`src/rtl/router_pkg.sv`:
```
// Shared definitions for the frame router arbiter: FSM state encoding and
// default sizing. DRAIN is used only when ARB_TIMEOUT_EN is defined.
package router_pkg;

    localparam int DEF_N           = 16;
    localparam int DEF_TIMEOUT_CYC = 1024;

    typedef enum logic [1:0] {
        IDLE  = 2'd0,
        GRANT = 2'd1,
        DRAIN = 2'd2
    } arb_state_e;

endpackage

```
`src/rtl/rr_frame_arbiter_if.sv`:
```
// Request/forward bus of the round-robin frame arbiter.
// The slave modport is the arbiter side, the master modport the requester side.
// The timeout signal exists only when ARB_TIMEOUT_EN is defined.
interface rr_frame_arbiter_if
    import router_pkg::*;
#(
    parameter int N = DEF_N
);
    localparam int W = $clog2(N);

    logic [N-1:0] din;
    logic [N-1:0] valid_n;
    logic [N-1:0] frame_n;
    logic [N-1:0] busy;
    logic         frameo_n;
    logic         valido_n;
    logic         dout;
    logic [W-1:0] grant_idx;
    logic         granted;
`ifdef ARB_TIMEOUT_EN
    logic         timeout;
`endif

    modport slave (
        input  din, valid_n, frame_n,
        output busy, frameo_n, valido_n, dout, grant_idx, granted
`ifdef ARB_TIMEOUT_EN
        , output timeout
`endif
    );

    modport master (
        output din, valid_n, frame_n,
        input  busy, frameo_n, valido_n, dout, grant_idx, granted
`ifdef ARB_TIMEOUT_EN
        , input timeout
`endif
    );

endinterface

```
`src/rtl/rr_pick.sv`:
```
// Combinational round-robin picker: returns the first asserted request at or
// after ptr, wrapping from N-1 back to 0. N need not be a power of two.
module rr_pick
    import router_pkg::*;
#(
    parameter int N = DEF_N,
    localparam int W = $clog2(N)
) (
    input  logic [N-1:0] req,
    input  logic [W-1:0] ptr,
    output logic [W-1:0] idx,
    output logic         any
);

    logic [W:0] cand_s;

    // Scan offsets from farthest to nearest so the nearest requester wins last
    always_comb begin
        idx    = '0;
        any    = 1'b0;
        cand_s = '0;
        for (int i = N - 1; i >= 0; i--) begin
            cand_s = {1'b0, ptr} + (W + 1)'(i);
            cand_s = (cand_s >= (W + 1)'(N)) ? (cand_s - (W + 1)'(N)) : cand_s;
            idx    = req[cand_s[W-1:0]] ? cand_s[W-1:0] : idx;
            any    = any | req[cand_s[W-1:0]];
        end
    end

endmodule

```
`src/rtl/rr_frame_arbiter.sv`:
```
// Round-robin frame arbiter: grants the serial output to one requesting port
// for a whole frame and forwards its bits with one cycle of latency.
// Optional feature macro: ARB_TIMEOUT_EN (grant length limit, DRAIN state,
// timeout pulse). All outputs come straight from registers.
module rr_frame_arbiter
    import router_pkg::*;
#(
    parameter int N           = DEF_N,
    parameter int TIMEOUT_CYC = DEF_TIMEOUT_CYC
) (
    input logic               clk,
    input logic               reset_n,
    rr_frame_arbiter_if.slave bus
);

    localparam int W = $clog2(N);

`ifdef ARB_TIMEOUT_EN
    localparam int            CW       = (TIMEOUT_CYC > 1) ? $clog2(TIMEOUT_CYC) : 1;
    localparam logic [CW-1:0] CNT_LAST = CW'(TIMEOUT_CYC - 1);

    logic [CW-1:0] cnt_r;
    logic [CW-1:0] cnt_s;
    logic          timeout_r;
    logic          timeout_s;
`endif

    arb_state_e   state_r;
    arb_state_e   state_s;
    logic [W-1:0] ptr_r;
    logic [W-1:0] ptr_s;
    logic [W-1:0] grant_idx_r;
    logic [W-1:0] grant_idx_s;
    logic [W-1:0] pick_idx_s;
    logic         pick_any_s;
    logic [N-1:0] req_s;
    logic [N-1:0] busy_r;
    logic [N-1:0] busy_s;
    logic         frameo_n_r;
    logic         frameo_n_s;
    logic         valido_n_r;
    logic         valido_n_s;
    logic         dout_r;
    logic         dout_s;
    logic         granted_r;
    logic         granted_s;
    logic         own_frame_s;

    // Pointer position just after the releasing owner, wrapping at N-1
    function automatic logic [W-1:0] ptr_after(input logic [W-1:0] idx);
        if (idx == W'(N - 1)) begin
            return '0;
        end else begin
            return idx + W'(1);
        end
    endfunction

    // busy pattern while port idx owns the output: everyone else is blocked
    function automatic logic [N-1:0] owner_busy(input logic [W-1:0] idx);
        return ~({{(N - 1){1'b0}}, 1'b1} << idx);
    endfunction

    assign req_s       = ~bus.frame_n;
    assign own_frame_s = bus.frame_n[grant_idx_r];

    rr_pick #(.N(N)) u_pick (
        .req (req_s),
        .ptr (ptr_r),
        .idx (pick_idx_s),
        .any (pick_any_s)
    );

    // Next state and round-robin pointer; the pointer only moves on release
    always_comb begin
        state_s = state_r;
        ptr_s   = ptr_r;
        case (state_r)
            IDLE: begin
                if (pick_any_s) begin
                    state_s = GRANT;
                end else begin
                    state_s = IDLE;
                end
            end
            GRANT: begin
                if (own_frame_s) begin
                    state_s = IDLE;
                    ptr_s   = ptr_after(grant_idx_r);
                end
`ifdef ARB_TIMEOUT_EN
                else if (cnt_r == CNT_LAST) begin
                    state_s = DRAIN;
                end
`endif
                else begin
                    state_s = GRANT;
                end
            end
`ifdef ARB_TIMEOUT_EN
            DRAIN: begin
                if (own_frame_s) begin
                    state_s = IDLE;
                    ptr_s   = ptr_after(grant_idx_r);
                end else begin
                    state_s = DRAIN;
                end
            end
`endif
            default: begin
                state_s = IDLE;
                ptr_s   = '0;
            end
        endcase
    end

    // Values the outputs take after this edge; idle values unless a port is forwarded
    always_comb begin
        frameo_n_s  = 1'b1;
        valido_n_s  = 1'b1;
        dout_s      = 1'b0;
        busy_s      = '0;
        grant_idx_s = '0;
        granted_s   = 1'b0;
`ifdef ARB_TIMEOUT_EN
        cnt_s       = '0;
        timeout_s   = 1'b0;
`endif
        case (state_r)
            IDLE: begin
                if (pick_any_s) begin
                    frameo_n_s  = bus.frame_n[pick_idx_s];
                    valido_n_s  = bus.valid_n[pick_idx_s];
                    dout_s      = bus.din[pick_idx_s];
                    busy_s      = owner_busy(pick_idx_s);
                    grant_idx_s = pick_idx_s;
                    granted_s   = 1'b1;
                end else begin
                    granted_s   = 1'b0;
                end
            end
            GRANT: begin
                frameo_n_s = bus.frame_n[grant_idx_r];
                valido_n_s = bus.valid_n[grant_idx_r];
                dout_s     = bus.din[grant_idx_r];
                if (own_frame_s) begin
                    // final bit goes out; ownership ends on this edge
                    granted_s = 1'b0;
                end
`ifdef ARB_TIMEOUT_EN
                else if (cnt_r == CNT_LAST) begin
                    // grant held too long: silence the output but keep others blocked
                    frameo_n_s  = 1'b1;
                    valido_n_s  = 1'b1;
                    dout_s      = 1'b0;
                    busy_s      = owner_busy(grant_idx_r);
                    grant_idx_s = grant_idx_r;
                    timeout_s   = 1'b1;
                end
`endif
                else begin
                    busy_s      = owner_busy(grant_idx_r);
                    grant_idx_s = grant_idx_r;
                    granted_s   = 1'b1;
`ifdef ARB_TIMEOUT_EN
                    cnt_s       = cnt_r + CW'(1);
`endif
                end
            end
`ifdef ARB_TIMEOUT_EN
            DRAIN: begin
                if (own_frame_s) begin
                    granted_s = 1'b0;
                end else begin
                    busy_s      = owner_busy(grant_idx_r);
                    grant_idx_s = grant_idx_r;
                end
            end
`endif
            default: begin
                granted_s = 1'b0;
            end
        endcase
    end

    // State, pointer and output registers with synchronous active-low reset
    always_ff @(posedge clk) begin
        if (!reset_n) begin
            state_r     <= IDLE;
            ptr_r       <= '0;
            grant_idx_r <= '0;
            busy_r      <= '0;
            frameo_n_r  <= 1'b1;
            valido_n_r  <= 1'b1;
            dout_r      <= 1'b0;
            granted_r   <= 1'b0;
`ifdef ARB_TIMEOUT_EN
            cnt_r       <= '0;
            timeout_r   <= 1'b0;
`endif
        end else begin
            state_r     <= state_s;
            ptr_r       <= ptr_s;
            grant_idx_r <= grant_idx_s;
            busy_r      <= busy_s;
            frameo_n_r  <= frameo_n_s;
            valido_n_r  <= valido_n_s;
            dout_r      <= dout_s;
            granted_r   <= granted_s;
`ifdef ARB_TIMEOUT_EN
            cnt_r       <= cnt_s;
            timeout_r   <= timeout_s;
`endif
        end
    end

    assign bus.busy      = busy_r;
    assign bus.frameo_n  = frameo_n_r;
    assign bus.valido_n  = valido_n_r;
    assign bus.dout      = dout_r;
    assign bus.grant_idx = grant_idx_r;
    assign bus.granted   = granted_r;
`ifdef ARB_TIMEOUT_EN
    assign bus.timeout   = timeout_r;
`endif

endmodule

```
`src/flat_wrapper.sv`:
```
// flat-port wrapper written by rule: the top's interface ports become plain ports
module rr_frame_arbiter_flat import router_pkg::*;
#(
    parameter int N           = DEF_N,
    parameter int TIMEOUT_CYC = DEF_TIMEOUT_CYC
)
  (clk, reset_n, bus_din, bus_valid_n, bus_frame_n, bus_busy, bus_frameo_n, bus_valido_n, bus_dout, bus_grant_idx, bus_granted);
  rr_frame_arbiter_if #(.N(N)) bus_i ();
  input logic clk;
  input logic reset_n;
  input wire logic [$bits(bus_i.din)-1:0] bus_din;
  input wire logic [$bits(bus_i.valid_n)-1:0] bus_valid_n;
  input wire logic [$bits(bus_i.frame_n)-1:0] bus_frame_n;
  output wire logic [$bits(bus_i.busy)-1:0] bus_busy;
  output wire logic [$bits(bus_i.frameo_n)-1:0] bus_frameo_n;
  output wire logic [$bits(bus_i.valido_n)-1:0] bus_valido_n;
  output wire logic [$bits(bus_i.dout)-1:0] bus_dout;
  output wire logic [$bits(bus_i.grant_idx)-1:0] bus_grant_idx;
  output wire logic [$bits(bus_i.granted)-1:0] bus_granted;
  assign bus_i.din = bus_din;
  assign bus_i.valid_n = bus_valid_n;
  assign bus_i.frame_n = bus_frame_n;
  assign bus_busy = bus_i.busy;
  assign bus_frameo_n = bus_i.frameo_n;
  assign bus_valido_n = bus_i.valido_n;
  assign bus_dout = bus_i.dout;
  assign bus_grant_idx = bus_i.grant_idx;
  assign bus_granted = bus_i.granted;
  rr_frame_arbiter #(.N(N), .TIMEOUT_CYC(TIMEOUT_CYC)) u_core (.clk(clk), .reset_n(reset_n), .bus(bus_i));
endmodule
```
`config.mk`:
```
export PLATFORM = sky130hd
export DESIGN_NAME = rr_frame_arbiter_flat
export DESIGN_NICKNAME = d
export VERILOG_FILES = /design/src/rtl/router_pkg.sv /design/src/rtl/rr_frame_arbiter_if.sv /design/src/rtl/rr_pick.sv /design/src/rtl/rr_frame_arbiter.sv /design/src/flat_wrapper.sv
export SDC_FILE = /design/constraint.sdc
export NUM_CORES = 1
export LEC_CHECK = 0
export ABC_CLOCK_PERIOD_IN_PS = 13100
export CELL_PAD_IN_SITES_DETAIL_PLACEMENT = 2
export CELL_PAD_IN_SITES_GLOBAL_PLACEMENT = 2
export CORE_AREA = 3 3 124 126
export CTS_CLUSTER_DIAMETER = 40
export DETAILED_ROUTE_END_ITERATION = 10
export DIE_AREA = 0 0 127 129
export PLACE_DENSITY = 0.81
export SYNTH_ARGS = -nofsm -noshare
export SYNTH_HDL_FRONTEND = slang
export SYNTH_SLANG_ARGS = --single-unit
export TNS_END_PERCENT = 50
```
`constraint.sdc`:
```
create_clock -name clk -period 13.1 [get_ports clk]
set_input_delay 2.62 -clock clk [delete_from_list [all_inputs] [get_ports clk]]
set_output_delay 2.62 -clock clk [all_outputs]
set_load 0.05 [all_outputs]
```
# After elaboration in Yosys (flattened, before gate mapping)
# Cells that the tools add are included.
# op_classes
muxes,97
n_eq_ne,3
reduce_logical,2
n_bitwise,19
order_cmp,34
shift,2
add_sub_neg,32
# ops
operator,count
4-bit 2-to-1 mux,36
4-bit by 5-bit < comparator with 1-bit output (second input constant),18
1-bit binary-select mux with 4-bit select,22
5-bit greater-or-equal comparator (second input constant),15
4-bit by 1-bit subtractor with 4-bit output (second input constant),16
16-bit NOT,3
4-bit by 4-bit adder with 5-bit output (second input constant),8
16-bit 2-to-1 mux,2
16-bit one-hot mux with 2 select lines,1
1-bit by 4-bit left shift with 16-bit output (first input constant),2
1-bit 2-to-1 mux,29
4-bit by 3-bit adder with 5-bit output (second input constant),4
4-bit one-hot mux with 2 select lines,2
1-bit OR,15
4-bit by 2-bit adder with 5-bit output (second input constant),2
1-bit one-hot mux with 2 select lines,4
4-bit by 1-bit adder with 5-bit output (second input constant),1
4-bit by 5-bit greater-or-equal comparator with 1-bit output (second input constant),1
4-bit by 1-bit adder with 4-bit output (second input constant),1
4-bit equality test (second input constant),1
2-bit one-hot mux with 2 select lines,1
2-bit by 1-bit equality test with 1-bit output (second input constant),1
2-bit zero test,1
2-bit by 1-bit != test with 1-bit output (second input constant),1
2 further kinds,2
# word_totals
input_bits,50
out_inout_bits,24
wordCells,197
register_bits,30

# Depth between registers and ports, before layout
# Gate-level depths: netlist of the first run.
# depth
ltp_word,25
ltp_mapped,19
ltp_nobuf,13

# By module
# A second synthesis of the first run with hierarchy kept.
# unflattened
cells_unflattened,535
hier_area_um2,4499.3
# modules_own_cells
mod,cells_each,area_per_inst_um2,seq_area_each_um2,n_inst
rr_frame_arbiter,264,2297.2,560.5,1
rr_pick,271,2202.1,0.0,1

# Worst setup path after synthesis of the first run
# No wires, ideal clock.
# synth_timing
path_kind,input -> register
from,input bus_frame_n[4]
to,"register u_core.dout_r, in the netlist u_core.bus.dout"
t_required_ps,12964
slack_ps,7715
t_arrival_ps,5249
setup_ps,136
stages,11
path_buffers,0
cell_sequence,mux4_2 > mux2_2 > mux2_4 > and3_1 > nor4_2 > o311a_1 > nor2_2 > mux2_1 > o31a_1 > o311ai_1 > o311ai_1
# synth_between
elab_chain_len,23
# synth_lines
item,line_no,rtl
start: declaration,flat_wrapper.sv:13,input wire logic [$bits(bus_i.frame_n)-1:0] bus_frame_n;
16-bit NOT *,rr_frame_arbiter.sv:63,assign req_s = ~bus.frame_n;
1-bit binary-select mux with 4-bit select,"rr_pick.sv:25, rr_pick.sv:26",
1-bit 2-to-1 mux (implied by the code),"rr_pick.sv:25, rr_pick.sv:26",
4-bit 2-to-1 mux (16 in a row),rr_pick.sv:25,idx = req[cand_s[W-1:0]] ? cand_s[W-1:0] : idx;
1-bit binary-select mux with 4-bit select,rr_frame_arbiter.sv:133,dout_s = bus.din[pick_idx_s];
1-bit 2-to-1 mux (implied by the code),rr_frame_arbiter.sv:133,
1-bit 2-to-1 mux *,rr_frame_arbiter.sv:130,if (pick_any_s) begin
1-bit one-hot mux with 2 select lines *,rr_frame_arbiter.sv:128,case (state_r)
end signal: assignment,rr_frame_arbiter.sv:207,dout_r <= dout_s;
end: declaration,rr_frame_arbiter.sv:43,logic dout_r;
# Mark *: on every way between the ends. The rest lies on a longest branch, timed or not. The select of a mux whose other input is x is not followed.
# A chain may end at the register's enable or synchronous reset.

# Worst setup path in the final report of the first run
# layout_timing
from,input bus_frame_n[6]
to,"register u_core.busy_r[9], in the netlist u_core.bus.busy[9]"
# layout_between
elab_chain_len,23
# layout_lines
item,line_no,rtl
16-bit NOT,rr_frame_arbiter.sv:63,
1-bit binary-select mux with 4-bit select,"rr_pick.sv:25, rr_pick.sv:26",
1-bit 2-to-1 mux (implied by the code),"rr_pick.sv:25, rr_pick.sv:26",
4-bit 2-to-1 mux (16 in a row),rr_pick.sv:25,
1-bit by 4-bit left shift with 16-bit output,rr_frame_arbiter.sv:60,"return ~({{(N - 1){1'b0}}, 1'b1} << idx);"
16-bit NOT,rr_frame_arbiter.sv:60,
16-bit 2-to-1 mux,rr_frame_arbiter.sv:130,
16-bit one-hot mux with 2 select lines *,rr_frame_arbiter.sv:128,
end signal: assignment,rr_frame_arbiter.sv:204,busy_r <= busy_s;
end: declaration,rr_frame_arbiter.sv:37,logic [N-1:0] busy_r;
# Marked as above.

==> results of run 1 <==
## per-layer routing
metal	global-route usage	up-vias	part of all wire
li1	-	1894	-
met1	0.255	2162	0.42
met2	0.360	110	0.52
met3	0.0166	25	0.035
met4	0.0486	0	0.019
met5	0	-	0
## layout make-up
cell class	instances	area (sq um)
Clock buffer	3	75.1
Clock inverter	1	30.0
Fill cell	1603	9210
Inverter	15	56.3
Multi-Input combinational cell	378	3480
Sequential cell	28	561
Tap cell	184	230
Timing Repair Buffer	79	776
## cell usage after synthesis, types with 5 or more instances
cell type and n:
o22ai_1 7, nand2_1 41, nor3_1 8, o21ai_0 21, mux4_2 49, buf_2 7, mux2_2 21, clkbuf_1 15
nand4_1 8, o21a_1 11, a21oi_1 24, nand3_1 12, nor2_1 24, a21o_1 5, xnor2_1 9, nor2b_1 6
dfxtp_1 28, nor3b_1 5, ha_1 13, a31oi_1 7, mux2i_1 21, inv_1 12, a211oi_1 5
## sequential cells by signal, summed over array words and instances (netlist names)
signal / cells
u_core.bus.busy: 16
u_core.bus.dout: 1
u_core.bus.frameo_n: 1
u_core.bus.grant_idx: 4
u_core.bus.granted: 1
u_core.bus.valido_n: 1
u_core.ptr_r: 4
## worst max-delay path, delay by kind of cell
family                 cells  cell delay, ns
AOI/OAI and AO/OA          4            1.58
buffers and inverters      1            0.55
and+or+nand+nor            2            0.77
muxes                      3            1.46
## path summary, 6_finish.rpt
kind | slack [ns] | endpoint | from
max | 6.23 | u_core.bus.busy[9] | bus_frame_n[6]
min | 0.66 | u_core.bus.dout | u_core.bus.granted
max reg2reg | 7.52 | u_core.bus.busy[9] | u_core.ptr_r[0]
min reg2reg | 0.66 | u_core.bus.dout | u_core.bus.granted
## cells in the final DEF (no fill, tap or decap), types with 3 or more instances in the layout
cell             netlist  routed
clkdlybuf4s50_1        0      73
mux4_2                49      49
nand2_1               41      41
dfxtp_1               28      28
a21oi_1               24      24
nor2_1                24      24
mux2_2                21      21
mux2i_1               21      21
o21ai_0               21      21
ha_1                  13      13
inv_1                 12      12
nand3_1               12      12
o21a_1                11      11
xnor2_1                9       9
nor3_1                 8       8
nand4_1                8       8
a31oi_1                7       7
o22ai_1                7       7
nor2b_1                6       6
buf_4                  0       6
nor3b_1                5       5
a21o_1                 5       5
a211oi_1               5       5
nand2b_1               4       4
and2_1                 4       4
o311ai_1               4       4
a22oi_1                4       4
a22o_1                 4       4
inv_2                  3       3
o2111ai_1              3       3
o21ai_1                3       3
o221ai_1               3       3
a2111oi_0              3       3
a21boi_0               3       3
clkbuf_16              0       3
## stage by stage
stage / setup WS, ns / total power [mW] / util / area, sq um
floorplan: 7.71 / 0.431 / - / 4270
global placement: 6.34 / 0.541 / 0.354 / 5110
detailed placement: 6.22 / 0.559 / 0.354 / 5110
CTS: 6.39 / 0.657 / 0.361 / 5210
global route: 6.02 / 0.698 / 0.361 / 5210
finish: 6.23 / 0.657 / 0.361 / 5210
## power breakdown
| group | total (mW) | internal (mW) | switching (mW) |
|---|---|---|---|
| clock | 0.0926 | 0.0609 | 0.0316 |
| sequential | 0.110 | 0.0990 | 0.0106 |
| combinational | 0.455 | 0.183 | 0.272 |
## logic make-up after synthesis
kind of cell,after synthesis,share of synthesized area
AOI/OAI and AO/OA,133,0.224
and+or+nand+nor,124,0.145
muxes,95,0.376
buffers and inverters,46,0.0525
DFF,28,0.131
xor gates and xnor gates,13,0.0337
adders and majority gates,13,0.0381
==> key figures, run 1 <==
Clock tree
  • H-tree depth: 1
  • CTS sink count: 28
  • Clock slew at reported path FFs: 0.07 ns
  • CTS root buf: clkbuf_16
  • Worst-Skew Late Latency: 0.27 ns
  • Setup Fix Bufs, Post-CTS: 0
  • CTS Buf Count: 3
  • Hold_buf cts: 0
  • Post_cts resized: 0
  • Clock tree buffer depth: 2
  • CTS tree: yes

Synthesis
  • Leading area contributor after synthesis: mux4_2
  • Top_reg_cell synth: dfxtp_1
  • FFs w/ async S/R, synth: 0
  • Post-synth top area share: 0.259
  • Syn_nets: 515
  • Synth Area per Inst: 9.44 sq um
  • Post-Syn Instances: 452
  • Synth Register Bits: 28
  • Post-synth EDFFs: 0
  • Yosys cell types: 75
  • Sequential share of the synthesized area: 0.131
  • Cell Area, Synth: 0.00427 sq mm
  • Top post-synthesis cells by area: mux4_2, dfxtp_1, mux2_2
  • Synth warn: 0

Timing
  • Fmax: 0.146 GHz
  • Worst Tran Pin Value: 1.14 ns
  • Final setup TNS: 0 ns
  • RSZ-0062 raised after global routing: no
  • Max-slew violations: 0
  • Final setup fails: 0
  • Layout Skew: 0.00592 ns
  • Final hold violations: 0
  • Post-Route Hold Slack: 0.659 ns
  • Tcrit/Tclk final: 0.524
  • Final min period: 6.87 ns
  • Slew HR: 0.233

Die
  • Core area: 0.0144 sq mm
  • Die height: 129 um
  • Num rows: 44
  • Die area: 0.0164 sq mm
  • I/O Pins: 74
  • Die X: 127 um
  • Starting density of the core: 0.296

Hold path
  • Hold Crit Depth: 2
  • Worst Hold Class: flip-flop to flip-flop

Pwr
  • VDD IR max: 0.0000796 V
  • LEAKAGE: 1.78 nW
  • Pwr Density: 126 mW/mm^2

Placed design
  • RD Place Congestion: 0.898
  • Cells after DPL: 684
  • Number of port buffers: 73
  • Hpwl dp: 12600 um

Global route
  • Vias in the first global route: 4567
  • Initial antenna violation count: 0
  • Remaining Overflow, GRT: 0
  • GRT Total Usage: 0.198
  • First-pass GRT wire length: 26100 um
  • Largest net degree at the start of global routing: 30

Critical path
  • Reg2reg path depth: 12
  • Cells along the critical path: clkdlybuf4s50_1, mux4_2, mux2_2, mux2i_1, a211oi_1, o31ai_2, nand2_1, a22oi_1, nor2b_1, a21oi_1
  • CP startpoint kind: input pin
  • Crit path max-delay cell type: o31ai_2
  • CP Class: input pin to flip-flop
  • Arr. time, crit path: 7.00 ns
  • CP required: 13.23 ns
  • Crit-path max FO: 14
  • Slowest cell delay on critical path: 0.94 ns
  • Critical path endpoint category: flip-flop

Drt
  • 1st-pass router iterations: 4
  • DR iter-0 viols: 274
  • Final WL: 16600 um
  • Drt wl/cell: 24.2 um
  • DR vias: 4191
  • Drt drc: 0
  • Vias per cell: 6.09
  • Antenna viol nets, final: 0

Layout
  • Nets: 568
  • Layout cells sized above 1: 0.214
  • Inserted Diodes: 0
  • Synth-to-layout area growth: 22.1%
  • Final std cells w/o fill: 688

Outcome
  • Status: finished clean

Job
  • Maxcap violations: 0
Note: power is estimated with default switching activity, not from simulation.
==> inputs of run 2 (changes only) <==
ABC_CLOCK_PERIOD_IN_PS = 6100   (was 13100)
PLACE_DENSITY = 0.84   (was 0.81)
clock period = 6.1 ns   (was 13.1 ns; I/O delays follow)
==> run 2 against run 1 <==
Compared with the run above: core utilization stayed put; sequential power up 130%; cell count stayed put; count of clock-buffer cells in the layout is the same; largest power group unchanged; total power is 120% higher.
==> key figures, run 2 (synthesis results as in run 1) <==
Critical path
  • Slowest cell delay on critical path: 0.82 ns
  • Origin of the critical flop-to-flop path: u_core.ptr_r[3]
  • Bufs and invs on worst path: 1
  • Crit path capture: u_core.bus.busy[10]
  • CP Class: input pin to flip-flop
  • Arr. time, crit path: 5.37 ns
  • Most used cell along the critical path: mux4_2
  • R2r endpoint: u_core.bus.busy[10]
  • Critical path endpoint category: flip-flop
  • Crit path max-delay cell type: o31ai_2
  • Worst path depth: 10
  • Reg2reg path depth: 10
  • Largest delay share family, worst path: compound AO/OA/AOI/OAI gates
  • CP startpoint kind: input pin
  • Crit-path max FO: 14
  • Worst R2R Setup Slack: 1.05 ns
  • Crit path from: bus_frame_n[2]
  • CP required: 6.23 ns
  • Cells along the critical path: clkdlybuf4s50_1, mux4_2, mux4_2, a31oi_1, a2111oi_2, o31ai_2, nand2_1, a22oi_1, nor2b_1, a21oi_1

Clock tree
  • CTS tree: yes
  • CTS sink count: 28
  • Post_cts resized: 0
  • Clock slew at reported path FFs: 0.07 ns
  • CTS Buf Count: 3
  • Hold_buf cts: 0
  • CTS root buf: clkbuf_16
  • H-tree depth: 1
  • Clock tree buffer depth: 2
  • Worst-Skew Late Latency: 0.27 ns
  • Setup Fix Bufs, Post-CTS: 0

Hold path
  • Worst Hold Class: flip-flop to flip-flop

Drt
  • Drt wl/cell: 25.6 um
  • Drt drc: 0
  • DR iter-0 viols: 225
  • 1st-pass router iterations: 5
  • Antenna viol nets, final: 0
  • DR vias: 4298
  • Final WL: 17600 um
  • Vias per cell: 6.25

Pwr
  • Pwr Density: 274 mW/mm^2
  • LEAKAGE: 1.77 nW
  • VDD IR max: 0.000199 V

Timing
  • RSZ-0062 raised after global routing: no
  • Tcrit/Tclk final: 0.858
  • Max-slew violations: 0
  • Layout Skew: 0.00535 ns
  • Worst Tran Pin Value: 1.13 ns
  • Final setup TNS: 0 ns
  • Final setup fails: 0
  • Fmax: 0.191 GHz
  • Final hold violations: 0
  • Final min period: 5.23 ns
  • Slew HR: 0.246
  • Post-Route Hold Slack: 0.698 ns

Die
  • Num rows: 44
  • Die height: 129 um
  • I/O Pins: 74
  • Die X: 127 um
  • Die area: 0.0164 sq mm
  • Starting density of the core: 0.296
  • Core area: 0.0144 sq mm

Layout
  • Inserted Diodes: 0
  • Final std cells w/o fill: 688
  • Commonest non-fill, non-tap cell in the layout: clkdlybuf4s50_1
  • Nets: 568
  • Synth-to-layout area growth: 22.1%
  • Commonest cells after routing, fill and taps aside: clkdlybuf4s50_1, mux4_2, nand2_1, dfxtp_1
  • Largest register FFs: 16
  • Layout cells sized above 1: 0.214

Global route
  • Initial antenna violation count: 0
  • First-pass GRT wire length: 28200 um
  • Vias in the first global route: 4770
  • GRT Total Usage: 0.216
  • Largest net degree at the start of global routing: 30
  • Remaining Overflow, GRT: 0

Placed design
  • Hpwl dp: 13500 um
  • RD Place Congestion: 0.884
  • Number of port buffers: 73
  • Cells after DPL: 684

Job
  • Maxcap violations: 0

Outcome
  • Status: finished clean
run 2: cell counts in the layout (fill, tap and decap cells not counted):
Identical to the previous run, type by type.
run 2: layer usage:
| layer | GRT usage | routed length [um] | vias to the layer above |
|---|---|---|---|
| met5 | 0 | 0 | - |
| met4 | 0.0675 | 496 | 0 |
| met3 | 0.0208 | 602 | 35 |
| met2 | 0.399 | 9400 | 125 |
| met1 | 0.267 | 7100 | 2252 |
| li1 | - | - | 1886 |
run 2: cell type report:
| type | count | area, sq um |
|---|---|---|
| clock buffers | 3 | 75.1 |
| well taps | 184 | 230 |
| flip-flops and latches | 28 | 561 |
| repair buffers | 79 | 776 |
| fillers | 1594 | 9210 |
| multi-input cells | 378 | 3480 |
| clock inverters | 1 | 30.0 |
| inverters | 15 | 56.3 |
run 2: per-stage QoR:
stage	area, sq um	total power [mW]	util	setup slack [ns]
CTS	5210	1.42	0.361	0.913
finish	5210	1.43	0.361	0.867
global placement	5110	1.16	0.354	0.859
global route	5210	1.51	0.361	0.597
detailed placement	5110	1.21	0.354	0.684
floorplan	4270	0.926	-	1.57
run 2: worst min path at each step:
stage                            to  cells after the start          startpoint  slack [ns]
finish              u_core.bus.dout                      2  u_core.bus.granted        0.70
global route        u_core.bus.dout                      2  u_core.bus.granted        0.72
CTS                 u_core.bus.dout                      2  u_core.bus.granted        0.69
detailed placement  u_core.bus.dout                      2  u_core.bus.granted        0.68
global placement    u_core.bus.dout                      2  u_core.bus.granted        0.65
floorplan           u_core.bus.dout                      2  u_core.bus.granted        0.76
run 2: worst register-to-register path: stages, from the launching register on:
cell       delay (ns)
dfxtp_1          1.07
inv_2            0.34
xnor2_1          0.66
mux4_2           0.49
a31oi_1          0.20
a2111oi_2        0.11
o31ai_2          0.82
nand2_1          0.42
a22oi_1          0.38
nor2b_1          0.30
a21oi_1          0.12
run 2: report_power, final:
group	total, mW	switching (mW)	leakage, nW	internal, mW
registers	0.249	0.0361	0.233	0.213
logic	0.979	0.586	1.49	0.394
clock network	0.200	0.0693	0.0511	0.131
